### config.mk
export PLATFORM = sky130hd
export DESIGN_NAME = spi_reg_bank
export DESIGN_NICKNAME = d
export VERILOG_FILES = /design/src/rtl/spi_reg_bank.sv
export SDC_FILE = /design/constraint.sdc
export NUM_CORES = 1
export LEC_CHECK = 0
export BUFFER_PORTS_ARGS = -buffer_cell sky130_fd_sc_hd__buf_2
export CAP_MARGIN = 20
export CORE_MARGIN = 3
export CORE_UTILIZATION = 50
export CTS_CLUSTER_DIAMETER = 80
export DETAILED_ROUTE_END_ITERATION = 6
export PLACE_DENSITY_LB_ADDON = 0.15
export SLEW_MARGIN = 30
export SYNTH_ARGS = -nofsm -noshare
export SYNTH_HDL_FRONTEND = slang
export SYNTH_SLANG_ARGS = --single-unit
### constraint.sdc
create_clock -name clk -period 1.8 [get_ports clk]
set_input_delay 0.09 -clock clk [delete_from_list [all_inputs] [get_ports clk]]
set_output_delay 0.09 -clock clk [all_outputs]
set_load 0.03 [all_outputs]
### src/rtl/spi_reg_bank.sv
// SPI mode-0 write-frame receiver feeding the PWM stage's five configuration registers.
// Optional readback of a register on CIPO is compiled in when SPI_READBACK_EN is defined.
module spi_reg_bank #(
    parameter int NUM_REGS   = 5,
    parameter int FRAME_BITS = 16
) (
    input  logic       clk,
    input  logic       rst_n,
    input  logic       SCLK,
    input  logic       COPI,
    input  logic       nCS,
    output logic       CIPO,
    output logic [7:0] en_reg_out_7_0,
    output logic [7:0] en_reg_out_15_8,
    output logic [7:0] en_reg_pwm_7_0,
    output logic [7:0] en_reg_pwm_15_8,
    output logic [7:0] pwm_duty_cycle,
    output logic       commit
);

    localparam int                CNT_W    = $clog2(FRAME_BITS + 2);
    localparam logic [CNT_W-1:0]  CNT_FULL = CNT_W'(FRAME_BITS);
    localparam logic [CNT_W-1:0]  CNT_SAT  = CNT_W'(FRAME_BITS + 1);
    localparam logic [6:0]        NUM_REGS_A = 7'(NUM_REGS);

    logic sclk_meta, sclk_sync, sclk_prev;
    logic copi_meta, copi_sync;
    logic ncs_meta, ncs_sync, ncs_prev;

    logic                  sclk_rise, ncs_fall, ncs_rise;
    logic [CNT_W-1:0]      count;
    logic [FRAME_BITS-1:0] shreg;
    logic                  overflow;
    logic [7:0]            regs [NUM_REGS];
    logic                  do_commit;
    logic                  rw;
    logic [6:0]            addr;
    logic [7:0]            data;

    // NOTE: sequential state uses non-blocking assignments so every flop samples pre-edge values.
    always_ff @(posedge clk or negedge rst_n) begin
        if (!rst_n) begin
            sclk_meta <= 1'b0;
            sclk_sync <= 1'b0;
            sclk_prev <= 1'b0;
            copi_meta <= 1'b0;
            copi_sync <= 1'b0;
            ncs_meta  <= 1'b1;
            ncs_sync  <= 1'b1;
            ncs_prev  <= 1'b1;
        end else begin
            sclk_meta <= SCLK;
            sclk_sync <= sclk_meta;
            sclk_prev <= sclk_sync;
            copi_meta <= COPI;
            copi_sync <= copi_meta;
            ncs_meta  <= nCS;
            ncs_sync  <= ncs_meta;
            ncs_prev  <= ncs_sync;
        end
    end

    assign sclk_rise = sclk_sync & ~sclk_prev;
    assign ncs_fall  = ~ncs_sync & ncs_prev;
    assign ncs_rise  = ncs_sync & ~ncs_prev;

    // A rising nCS already has ncs_sync high, so a coincident SCLK edge is ignored here.
    always_ff @(posedge clk or negedge rst_n) begin
        if (!rst_n) begin
            count    <= '0;
            shreg    <= '0;
            overflow <= 1'b0;
        end else if (ncs_fall) begin
            count    <= '0;
            shreg    <= '0;
            overflow <= 1'b0;
        end else if (!ncs_sync && sclk_rise) begin
            shreg <= {shreg[FRAME_BITS-2:0], copi_sync};
            if (count != CNT_SAT) count <= count + 1'b1;
            if (count == CNT_FULL) overflow <= 1'b1;
        end
    end

    assign rw   = shreg[FRAME_BITS-1];
    assign addr = shreg[FRAME_BITS-2 -: 7];
    assign data = shreg[7:0];

    // NOTE: every always_comb output gets a default first so no latch is inferred.
    always_comb begin
        do_commit = 1'b0;
        if (ncs_rise && count == CNT_FULL && !overflow && rw && addr < NUM_REGS_A)
            do_commit = 1'b1;
    end

    // NOTE: the bank is only a handful of flops, so each entry is reset explicitly.
    always_ff @(posedge clk or negedge rst_n) begin
        if (!rst_n) begin
            for (int i = 0; i < NUM_REGS; i++) regs[i] <= 8'h00;
            commit <= 1'b0;
        end else begin
            commit <= do_commit;
            if (do_commit) begin
                for (int i = 0; i < NUM_REGS; i++)
                    if (addr == 7'(i)) regs[i] <= data;
            end
        end
    end

    assign en_reg_out_7_0  = regs[0];
    assign en_reg_out_15_8 = regs[1];
    assign en_reg_pwm_7_0  = regs[2];
    assign en_reg_pwm_15_8 = regs[3];
    assign pwm_duty_cycle  = regs[4];

`ifdef SPI_READBACK_EN
    logic       sclk_fall;
    logic [7:0] out_shift;
    logic [6:0] rd_addr;
    logic [7:0] rd_data;

    assign sclk_fall = ~sclk_sync & sclk_prev;
    // On the 8th rise the last address bit is still in copi_sync, not yet in shreg.
    assign rd_addr   = {shreg[5:0], copi_sync};

    always_comb begin
        rd_data = 8'h00;
        for (int i = 0; i < NUM_REGS; i++)
            if (rd_addr == 7'(i)) rd_data = regs[i];
    end

    always_ff @(posedge clk or negedge rst_n) begin
        if (!rst_n) begin
            out_shift <= 8'h00;
        end else if (ncs_fall || ncs_rise) begin
            out_shift <= 8'h00;
        end else if (!ncs_sync) begin
            if (sclk_rise && count == CNT_W'(7) && !shreg[6])
                out_shift <= rd_data;
            else if (sclk_fall)
                out_shift <= {out_shift[6:0], 1'b0};
        end
    end

    assign CIPO = out_shift[7];
`else
    assign CIPO = 1'b0;
`endif

endmodule
==> summary.md <==
| Metric | Value |
|---|---|
| RSZ-0062 raised after global routing | `false` |
| Post-DP Area | `3310 um^2` |
| Most common flop cell mapped by yosys | `dfrtp_1` |
| Syn Inst Count | `213` |
| Top Layer Used | `met4` |
| Met3 wire length | `237 um` |
| DIE WIDTH | `82.0 um` |
| Die area | `6720 um^2` |
| FF-to-FF Start | `count[1]` |
| Max-Cap Viols | `0` |
| Via count | `1904` |
| Met2 WL post-DR | `2680 um` |
| CTS max path bufs | `2` |
| Crit path kind | `register to register` |
| Pin count of the biggest net entering global routing | `72` |
| Number of synthesized register bits | `71` |
| DR pass1 iterations | `4` |
| RD Place Congestion | `0.860` |
| Row count | `27` |
| Worst-path clk slew | `80 ps` |
| Syn nets | `221` |
| Setup crit end kind | `register` |
| Leak | `1.85 nW` |
| GRT overflow | `0` |
| # clock sinks | `71` |
| Top post-synthesis cells by area | `dfrtp_1 (59%), mux2_2 (16%), nand2_1 (4.2%)` |
| WL/cell | `15.4 um` |
| I/O pin count | `47` |
| Power Total | `2.92 mW` |
| Fin Hold WS | `286 ps` |
| Die height | `82.0 um` |
| Largest area contributor in the netlist | `dfrtp_1` |
| Post-Route M1 WL | `2480 um` |
| Warnings, synthesis | `0` |
| Top cell type's share of synthesized area | `59.0%` |
| Power Density | `821 nW/um^2` |
| VDD IR max | `0.466 mV` |
| F_max | `591 MHz` |
| Post-route ant nets | `0` |
| Drt via density | `5.35` |
| Period utilisation layout | `94.1%` |
| Core area | `5540 um^2` |
| Initial DRC count | `69` |
| Layout area overhead | `23.5%` |
| Reg2Reg Setup Slack | `110 ps` |
| Max-slew violations | `0` |
| Slack of the critical path | `107 ps` |
| CTS tree | `yes` |
| Global-route wire length before repair | `9070 um` |
| Worst r2r path cells | `6` |
| # diodes | `0` |
| EDFF count, synth | `0` |
| Post-Syn Area | `2890 um^2` |
| Post-synth ARST share | `100%` |
| Crit path max fanout | `8` |
| Post-Route WL | `5470 um` |
| DRC errors left | `0` |
| Fin Setup TNS | `0 ps` |
| Fillers | `416` |
| Setup Viol. Count Final | `0` |
| Hold Crit Class | `primary input to asynchronous set/reset pin` |
| Initial antenna violation count | `0` |
| Final Skew | `11.7 ps` |
| Yosys cell types | `28` |
| # nets final | `287` |
| Hold Vio Cnt, Final | `0` |
| Dpl ws | `63.1 ps` |
| Gr usage total | `18.3%` |
| Finished Cell Area | `3560 um^2` |
| Level count of the clock H-tree | `3` |
| Fraction of layout cells with a size suffix above 1 | `45.1%` |
| Initial core utilization | `52.1%` |
| Arr. time, crit path | `1910 ps` |
| Average cell area after synthesis | `13.5 um^2` |
| Minimum clock period | `1690 ps` |
| Vias in the first global route | `1888` |
| Hpwl dp | `3590 um` |
| Root Driver | `clkbuf_8` |
| Number of buffers added on ports | `45` |
| CTS Buf Count | `9` |
| Req. time, crit path | `2020 ps` |
| CP Launch Type | `register` |
| R2R Path End | `en_reg_out_15_8[5]` |
| Clock latency at the later pin of the worst-skew pair | `340 ps` |
| Sequential share of the synthesized area | `61.7%` |
| Status | `finished clean` |
==> cells in the mapped netlist (2+ instances only) <==
cell type and count:
dfrtp_1 68, mux2_2 40, nand2_1 32, a21oi_1 21
clkbuf_1 6, nand4_4 5, o21ai_0 5, nor3b_1 4
dfstp_2 3, ha_1 3, inv_1 3, nand3_1 3
or3_1 3, nor4b_4 2, nor4bb_1 2
==> logic make-up (layout without fill, tap and decap cells) <==
family | count (synthesis) | after routing | share of synthesized area [%]
other | 1 | 1 | 0.130
multiplexers | 40 | 40 | 15.6
buffers and inverters | 11 | 82 | 1.60
AO/OA/AOI/OAI | 27 | 27 | 4.77
AND/OR/NAND/NOR | 60 | 60 | 14.9
flip-flops | 71 | 71 | 61.7
adder cells (fa/ha/maj) | 3 | 3 | 1.30
==> report_power, final <==
| group | leakage [nW] | switching, mW | internal (mW) |
|---|---|---|---|
| registers | 0.969 | 0.0124 | 1.61 |
| clock network | 0.0954 | 0.564 | 0.609 |
| logic | 0.789 | 0.0750 | 0.0507 |
| total | 1.85 | 0.652 | 2.27 |
==> stage by stage <==
step | std cells | util [%]
after global placement | 335 | 59.8
after detailed placement | 335 | 59.8
after CTS | 355 | 63.9
final | 356 | 64.3
after floorplan | 213 | -
after global routing | 356 | 64.3
==> critical path: stages, from the launching register on <==
cell and delay (ps):
dfrtp_1 400, inv_2 60, ha_1 130, nor4bb_4 200, buf_6 200, nand4_4 220, mux2_4 360
==> layer usage <==
layer / vias up / track usage, %
li1: 888 / -
met1: 965 / 22.9
met2: 43 / 29.8
met3: 8 / 5.26
met4: 0 / 6.98
met5: - / 0
==> timing repair <==
item                       CTS  global route
gates resized for setup      0             5
hold buffers                 4             0
buffers inserted             0             1
setup endpoints to repair    0            40
hold endpoints to repair    71             0
==> worst max path at each step <==
stage,startpoint,end,slack [ps],cells past startpoint
2_1_floorplan,ncs_sync,en_reg_out_15_8[0],-1,3
3_3_place_gp,count[0],en_reg_out_15_8[4],90,6
3_5_place_dp,count[1],en_reg_out_15_8[6],60,6
4_1_cts,count[1],en_reg_out_15_8[6],40,6
5_1_grt,count[1],en_reg_out_15_8[5],20,6
6_report,count[1],en_reg_out_15_8[5],110,6
==> placed cells by master, fill, tap and decap left out, drive strengths merged <==
| cell | n |
|---|---|
| mux2 | 40 |
| clkbuf | 13 |
| and4 | 1 |
| conb | 1 |
| o31ai | 1 |
| nand4bb | 1 |
| buf | 59 |
| and3b | 1 |
| nor3 | 1 |
| nor2 | 1 |
| dfstp | 3 |
| or3 | 3 |
| or3b | 1 |
| clkinv | 2 |
| nor4b | 2 |
| nand3 | 3 |
| dfrtp | 68 |
| inv | 3 |
| ha | 3 |
| nand2 | 32 |
| o21ai | 5 |
| nor4bb | 2 |
| nor2b | 1 |
| clkinvlp | 1 |
| nand4 | 5 |
| dlygate4sd3 | 4 |
| nor3b | 4 |
| nand3b | 1 |
| a21oi | 21 |
| or4bb | 1 |
==> sequential cells by signal (all words and copies together) (netlist names) <==
| register | cells |
|---|---|
| pwm_duty_cycle | 8 |
| ncs_sync | 1 |
| commit | 1 |
| en_reg_out_15_8 | 8 |
| en_reg_pwm_15_8 | 8 |
| sclk_prev | 1 |
| sclk_meta | 1 |
| copi_meta | 1 |
| sclk_sync | 1 |
| shreg | 16 |
| en_reg_pwm_7_0 | 8 |
| en_reg_out_7_0 | 8 |
| ncs_prev | 1 |
| count | 5 |
| overflow | 1 |
| ncs_meta | 1 |
| copi_sync | 1 |
==> layout make-up <==
type / count / area [um^2] / share of cell area, %
Clock inverter: 3 / 17.5 / 0.492
Inverter: 3 / 11.3 / 0.316
Sequential cell: 71 / 1780 / 50.0
Clock buffer: 13 / 169 / 4.74
Multi-Input combinational cell: 131 / 1080 / 30.4
Timing Repair Buffer: 63 / 412 / 11.6
Tap cell: 72 / 90.1 / 2.53
Power figures use the tool's default switching activity.
